### src/rtl/mbus_ice_tx_framer.sv
// mbus_ice_tx_framer: ICE byte stream to MBus master transmit framer.
// Collects a short (1 byte) or long (4 byte, first nibble F) address and one or
// more DATA_BYTES-wide data words, then runs the txreq/txack/succ/fail handshake
// and reports the outcome as a single tx_gen_ack or tx_gen_nak pulse.
// Optional response timeout: define MBUS_ICE_TX_TIMEOUT_EN.
module mbus_ice_tx_framer #(
   parameter int DATA_BYTES     = 4,
   parameter int TIMEOUT_CYCLES = 65535
) (
   input  logic                    clk,
   input  logic                    reset_n,
   input  logic                    tx_frame_valid,
   input  logic                    tx_char_valid,
   input  logic [7:0]              tx_char,
   input  logic                    tx_char_pending,
   output logic                    tx_char_advance,
   output logic [31:0]             tx_mbus_txaddr,
   output logic [8*DATA_BYTES-1:0] tx_mbus_txdata,
   output logic                    tx_mbus_txreq,
   output logic                    tx_mbus_txpend,
   input  logic                    tx_mbus_txack,
   input  logic                    tx_mbus_txsucc,
   input  logic                    tx_mbus_txfail,
   output logic                    tx_mbus_txresp_ack,
   output logic                    tx_gen_ack,
   output logic                    tx_gen_nak,
   input  logic                    tx_acknak_valid,
   output logic                    tx_busy
);

   localparam int         DW    = 8 * DATA_BYTES;
   localparam logic [1:0] DLAST = 2'(DATA_BYTES - 1);

   typedef enum logic [2:0] {
      S_IDLE, S_ADDR, S_DATA, S_WAIT, S_TXREQ, S_TXACK, S_TXSUCC, S_RESULT
   } state_t;

   state_t         state, state_nx;
   logic [1:0]     bcnt, bcnt_nx;
   logic           alng, alng_nx;
   logic [31:0]    addr_nx;
   logic [DW-1:0]  data_nx;
   logic [DW+7:0]  data_shift;
   logic           first_long;
   logic           tmo_clr;
   logic           tmo_hit;

   // State, counter and assembled address/data registers
   always_ff @(posedge clk) begin
      if (!reset_n) begin
         state          <= S_IDLE;
         bcnt           <= '0;
         alng           <= 1'b0;
         tx_mbus_txaddr <= '0;
         tx_mbus_txdata <= '0;
      end else begin
         state          <= state_nx;
         bcnt           <= bcnt_nx;
         alng           <= alng_nx;
         tx_mbus_txaddr <= addr_nx;
         tx_mbus_txdata <= data_nx;
      end
   end

   // Next-state, byte assembly and handshake output decode
   always_comb begin
      state_nx           = state;
      bcnt_nx            = bcnt;
      alng_nx            = alng;
      addr_nx            = tx_mbus_txaddr;
      data_nx            = tx_mbus_txdata;
      tx_char_advance    = 1'b0;
      tx_mbus_txreq      = 1'b0;
      tx_mbus_txpend     = 1'b0;
      tx_mbus_txresp_ack = 1'b0;
      tx_gen_ack         = 1'b0;
      tx_gen_nak         = 1'b0;
      tmo_clr            = 1'b0;
      tx_busy            = (state != S_IDLE);
      // Shifting through a DW+8 window keeps DATA_BYTES=1 free of negative slices
      data_shift         = {tx_mbus_txdata, tx_char};
      first_long         = (tx_char[7:4] == 4'hF);

      case (state)
         S_IDLE: begin
            if (tx_frame_valid) begin
               state_nx = S_ADDR;
               bcnt_nx  = '0;
               alng_nx  = 1'b0;
               addr_nx  = '0;
            end
         end
         S_ADDR: begin
            if (!tx_frame_valid) begin
               tx_gen_nak = 1'b1;
               state_nx   = S_RESULT;
            end else if (tx_char_valid) begin
               tx_char_advance = 1'b1;
               addr_nx = {tx_mbus_txaddr[23:0], tx_char};
               bcnt_nx = bcnt + 2'd1;
               if (bcnt == 2'd0) alng_nx = first_long;
               // Length is decided by the first byte itself, before alng is registered
               if ((bcnt == 2'd0) ? !first_long : (bcnt == 2'd3)) begin
                  state_nx = S_DATA;
                  bcnt_nx  = '0;
               end
            end
         end
         S_DATA: begin
            if (!tx_frame_valid) begin
               tx_gen_nak = 1'b1;
               state_nx   = S_RESULT;
            end else if (tx_char_valid) begin
               tx_char_advance = 1'b1;
               data_nx = data_shift[DW-1:0];
               bcnt_nx = bcnt + 2'd1;
               if (bcnt == DLAST) begin
                  state_nx = S_WAIT;
                  bcnt_nx  = '0;
               end
            end
         end
         S_WAIT: begin
            state_nx = S_TXREQ;
            tmo_clr  = 1'b1;
         end
         S_TXREQ: begin
            tx_mbus_txreq  = 1'b1;
            tx_mbus_txpend = tx_char_pending;
            if (tx_mbus_txack) begin
               state_nx = S_TXACK;
            end else if (tmo_hit) begin
               tx_gen_nak = 1'b1;
               state_nx   = S_RESULT;
            end
         end
         S_TXACK: begin
            if (!tx_mbus_txack) begin
               if (tx_char_pending) begin
                  state_nx = S_DATA;
                  bcnt_nx  = '0;
               end else begin
                  state_nx = S_TXSUCC;
                  tmo_clr  = 1'b1;
               end
            end
         end
         S_TXSUCC: begin
            if (tx_mbus_txsucc) begin
               tx_gen_ack = 1'b1;
               state_nx   = S_RESULT;
            end else if (tx_mbus_txfail || tmo_hit) begin
               tx_gen_nak = 1'b1;
               state_nx   = S_RESULT;
            end
         end
         S_RESULT: begin
            tx_mbus_txresp_ack = 1'b1;
            if (!tx_acknak_valid) state_nx = S_IDLE;
         end
         default: state_nx = S_IDLE;
      endcase
   end

`ifdef MBUS_ICE_TX_TIMEOUT_EN
   localparam int TW = $clog2(TIMEOUT_CYCLES + 1);
   logic [TW-1:0] tcnt;

   // Response timeout counter, restarted on entry to TXREQ and TXSUCC
   always_ff @(posedge clk) begin
      if (!reset_n)
         tcnt <= '0;
      else if (tmo_clr)
         tcnt <= '0;
      else if (state == S_TXREQ || state == S_TXSUCC)
         tcnt <= tcnt + 1'b1;
   end

   // Expiry on the last allowed cycle so txreq is held exactly TIMEOUT_CYCLES cycles
   assign tmo_hit = (tcnt == TW'(TIMEOUT_CYCLES - 1));
`else
   logic unused_tmo;
   assign tmo_hit    = 1'b0;
   assign unused_tmo = ^{tmo_clr, TIMEOUT_CYCLES};
`endif

endmodule
### config.mk
export PLATFORM = sky130hd
export DESIGN_NAME = mbus_ice_tx_framer
export DESIGN_NICKNAME = d
export VERILOG_FILES = /design/src/rtl/mbus_ice_tx_framer.sv
export SDC_FILE = /design/constraint.sdc
export NUM_CORES = 1
export LEC_CHECK = 0
export ABC_AREA = 1
export ABC_CLOCK_PERIOD_IN_PS = 2400
export BUFFER_PORTS_ARGS = -buffer_cell sky130_fd_sc_hd__buf_2
export CORE_UTILIZATION = 54
export DETAILED_ROUTE_END_ITERATION = 12
export HOLD_SLACK_MARGIN = 0.08
export PLACE_DENSITY = 0.93
export SETUP_SLACK_MARGIN = 0.2
export SLEW_MARGIN = 5
export SYNTH_ARGS = -nofsm -noshare
export SYNTH_HDL_FRONTEND = slang
export SYNTH_SLANG_ARGS = --single-unit
export TNS_END_PERCENT = 20
### constraint.sdc
create_clock -name clk -period 2.4 [get_ports clk]
set_clock_uncertainty 0.2 [all_clocks]
set_input_delay 0.48 -clock clk [delete_from_list [all_inputs] [get_ports clk]]
set_output_delay 0.48 -clock clk [all_outputs]
set_load 0.05 [all_outputs]
======== Word-level counts from Yosys, hierarchy flattened ========
Cells that the tools add are included.
storage, ports and cells
  latch bits .............................. 0
  RAM bits ................................ 0
  word-level logic and storage cells ...... 80
  bits in read-only memories .............. 0
  input bits .............................. 17
  register bits after elaboration ......... 69
  memories kept ........................... 0
  output and inout port bits .............. 71
operators by class
  multiply operators ...................... 0
  equal/unequal tests ..................... 23
  muxes and demuxes ....................... 41
  add/subtract/negate cells ............... 1
  $lt $le $gt $ge ......................... 0
  div/mod/pow operators ................... 0
  shifts and indexed selects .............. 0
  reductions and logical operators ........ 11
  bitwise logic cells ..................... 0
operators with widths
  operator                                                          count
  32-bit 2-to-1 mux                                                 3
  32-bit case mux with 2 select lines                               1
  3-bit 2-to-1 mux                                                  13
  3-bit case mux with 8 select lines                                1
  2-bit 2-to-1 mux                                                  9
  2-bit != test (second input constant)                             9
  3-bit != test (second input constant)                             5
  3-bit == test (second input constant)                             4
  1-bit 2-to-1 mux                                                  12
  9-bit AND reduction                                               1
  2-bit case mux with 4 select lines                                1
  8-bit AND reduction                                               1
  3-bit by 2-bit == test with 1-bit output (second input constant)  2
  4-bit == test (second input constant)                             1
  4-bit AND reduction                                               1
  4-bit nonzero test                                                1
  3-bit by 1-bit == test with 1-bit output (second input constant)  1
  3-bit zero test                                                   1
  3-bit AND reduction                                               1
  3-bit nonzero test                                                1
  2-bit by 1-bit adder with 2-bit output (second input constant)    1
  2-bit == test (second input constant)                             1
  2-bit zero test                                                   1
  1-bit case mux with 2 select lines                                1
  other kinds (3)                                                   3

======== Longest topological paths before layout ========
  depth in word-level cells ............... 7
  mapped depth ............................ 10
  mapped depth without buffers ............ 10

======== Worst setup path after synthesis ========
OpenSTA, ideal clock, no wires.
  path type ............................... reg2out
  start ................................... register state[1]
  end ..................................... output tx_gen_nak
  buffers on the path ..................... 0
  slack ................................... -65 ps
  data required time ...................... 1720 ps
  arrival time ............................ 1785 ps
  cell stages (with the launch flop) ...... 6
  cells stage by stage .................... dfxtp_1 > inv_2 > nand3_2 > nand2_1 > inv_1 > o21ai_0
between the ends
  word-level cells in the longest chain between the ends .. 3
  elaborated cells between the ends (all ways) .. 5
  classes of those cells .................. 3 x eq/ne; 1 x mux; 1 x reduce/logical
RTL lines
  item                                                                                                         RTL line  text
  from (decl)                                                                                                  38        state_t state, state_nx;
  from (signal assigned)                                                                                       57        state <= state_nx;
  3-bit by 2-bit == test with 1-bit output / 3-bit by 1-bit == test with 1-bit output (equally long branches)  84        case (state)
  2-bit OR reduction (no source line)                                                                          --
  1-bit case mux with 2 select lines *                                                                         84
  to (decl)                                                                                                    26        output logic tx_gen_nak,
Every way passes the cells marked *; elsewhere a longest branch is shown, timed or not.

======== Worst setup path after layout ========
  start ................................... register state[1]
  end ..................................... output tx_char_advance
between the ends
  word-level cells in the longest chain between the ends .. 3
  elaborated cells between the ends (all ways) .. 4
  classes of those cells .................. 2 x eq/ne; 1 x mux; 1 x reduce/logical
RTL lines
  item                                                                                                         RTL line  text
  3-bit by 2-bit == test with 1-bit output / 3-bit by 1-bit == test with 1-bit output (equally long branches)  84
  2-bit OR reduction (no source line) *                                                                        --
  1-bit 2-to-1 mux *                                                                                           --
  to (decl)                                                                                                    16        output logic tx_char_advance,
Marks and branches as above.

==> metrics.txt <==
status=complete, no violations; Seq/Total Area, Yosys=48.4%; Final Hold Viols=0; final WL=7.07 mm; vias=2882; Pwr Total=4.51 mW; via density per instance=5.37; Avg Synthesized Cell Area=7.47 um2; total number of yosys warnings=0; H-Tree Depth=3; global placer's final weighted congestion=0.845; I/O pin total=88; Cells after Synth=382; CTS tree=yes; first-pass GRT wire length=10.9 mm; max-slew violation count=0; Rows=26; Cell Area, Synth=2860 um2; CP bufs+invs=3; TritonCTS Buffers=9; number of enable flip-flop cells after synthesis=0; area of the die=5580 um2; final hold slack=203 ps; unrepaired setup endpoints after global routing=false; crit path cell chain=inv_2, nand3_2, nand2_2, inv_2, nor2_2, buf_6; power per cell area=1290 nW/um2; mean routed wirelength per cell=13.2 um; Worst Hold Class=primary input to flip-flop; Worst Setup Start Kind=flip-flop; DIE HEIGHT=74.7 um; critical path required time=1720 ps; Hold Crit Endpoint=tx_mbus_txaddr[1]; Clock transition at path regs=70 ps; IR drop worst, VDD=1.09 mV; Core ar.=5110 um2; initial antenna violation count=0; DRC Markers=0; Slew headroom=61.9%; Tmin final=2110 ps; Fin Setup TNS=0 ps; Final Setup Violations=0; Synth-to-Final Area Change=22.0%; crit path DAT=1430 ps; FFs w/ async S/R, synth=0%; Synth Net Count=401; Initial Utilization=55.9%; drt pass-1 iters=5; Longest Clk Path Bufs=2; Nets=482; Crit Reg-Reg Startpoint=state[1]; ant diodes=0; Slowest cell on crit path=dfxtp_2; worst setup path class=flip-flop to output port; initial drt markers=174; Total GRT Usage=25.4%; vias in the first global route=2452; Max FO, Critical Path=6; measured slew at the worst slew-check pin=569 ps; hpwl dp=4.57 mm; Reg2Reg Setup Slack=450 ps; most used cell, CP=inv_2; crit-path max cell delay=360 ps; RR Endpoint=tx_mbus_txaddr[8]; Synth Flop Type=dfxtp_1; synth unique cells=23; Max Cap Viol=0; largest net degree at the start of global routing=37; Final ANT Viol Nets=0; layout cells sized above 1=28.1%; hold_sp=tx_char[1]; share of the clock period used by the worst path=87.9%; Crit path max-delay family=simple AND/OR/NAND/NOR gates; Peak Freq=474 MHz; crit end category=output port; Clock Tree Root=clkbuf_8; grt total ovfl=0; later-pin clock latency in the skew report=330 ps; port buffer count=87; die span in x=74.7 um; hold_buf cts=0; FF+latch count, synth=69; number of cells on the worst reg-to-reg path=9; hold path cells=3; CTS Sinks=69; Leak=1.62 nW
## layer usage
metal	up-vias	GRT usage (%)	part of all wire [%]
met5	-	0	0
met1	1338	31.2	43
met3	10	6.43	5.2
li1	1438	-	-
met4	0	9.43	1.2
met2	96	43.2	50
## metrics by stage
step | setup slack (ps) | utilization (%) | cell area [um2] | std cells
final | 291 | 68.2 | 3480 | 537
after floorplan | 113 | - | 2860 | 382
after global placement | 543 | 64.2 | 3280 | 519
after CTS | 186 | 67.5 | 3450 | 534
after global routing | 201 | 68.2 | 3480 | 537
after detailed placement | 487 | 64.2 | 3280 | 519
## Yosys cell counts, types with 3 or more instances
cell,number,area [um2]
inv_2,6,22.5
buf_2,8,40.0
nand3_1,40,200
buf_4,3,22.5
buf_6,3,33.8
nand2_1,58,218
o21ai_0,24,120
nor2_1,46,173
nand2_2,4,25.0
inv_1,13,48.8
clkbuf_1,10,37.5
dfxtp_1,69,1380
a21oi_1,70,350
o21ai_1,14,70.1
## worst reg2reg max path, cell delays in order (launching register included)
cell,delay [ps]
dfxtp_2,360
inv_2,110
buf_4,130
nand2_2,60
nor2_2,130
nand2_1,110
nand2_4,280
inv_4,200
a21oi_1,210
nor2_1,50
## how the worst max path moves through the flow
stage	from	endpoint	slack, ps	cells past startpoint
after CTS	state[1]	tx_gen_nak	190	6
after global routing	state[1]	tx_char_advance	200	6
final	state[1]	tx_char_advance	290	6
after global placement	state[1]	tx_char_advance	540	6
after detailed placement	state[1]	tx_char_advance	490	6
after floorplan	state[2]	tx_gen_ack	110	2
## cell families (layout without fill, tap and decap cells)
kind of cell             after synthesis  count (layout)  synth area share (%)
adder cells (fa/ha/maj)                2               2                 0.876
flip-flops                            69              69                  48.4
AND/OR/NAND/NOR                      158             158                  24.3
buffers and inverters                 45             130                  7.54
AO/OA/AOI/OAI                        108             108                  18.9
## what timing repair did
item                                    in CTS  in global routing
pin swaps                                    0                  1
cloned                                       0                  0
buffers inserted                             0                  3
endpoints found under the setup margin       2                  5
gates resized for setup                      4                  7
## area by class of cell
cell class	count	area, um2
clock inverters	2	10.0
repair buffers	95	508
multi-input cells	268	1270
fillers	439	1620
flip-flops and latches	69	1390
clock buffers	13	149
well taps	70	87.6
inverters	20	77.6
## cell usage in the layout (no fill, tap or decap), drive strengths merged
cell,Yosys,routed
o21ai,38,38
nand4,2,2
clkinv,0,2
clkbuf,10,13
ha,2,2
nor2,49,49
inv,20,20
nand3,42,42
buf,15,95
dfxtp,69,69
a21oi,70,70
nor3,2,2
nand2,63,63
## report_power, final
part	internal [mW]	total (mW)	switching, mW
Sequential	1.38	1.55	0.176
Combinational	0.534	2.16	1.63
Clock	0.396	0.793	0.398
Total	2.31	4.51	2.20
## sequential cells by signal (all words and copies together) (netlist names)
name,count
bcnt,2
tx_mbus_txdata,32
tx_mbus_txaddr,32
state,3
No activity file was read; power rests on OpenSTA's default activity.
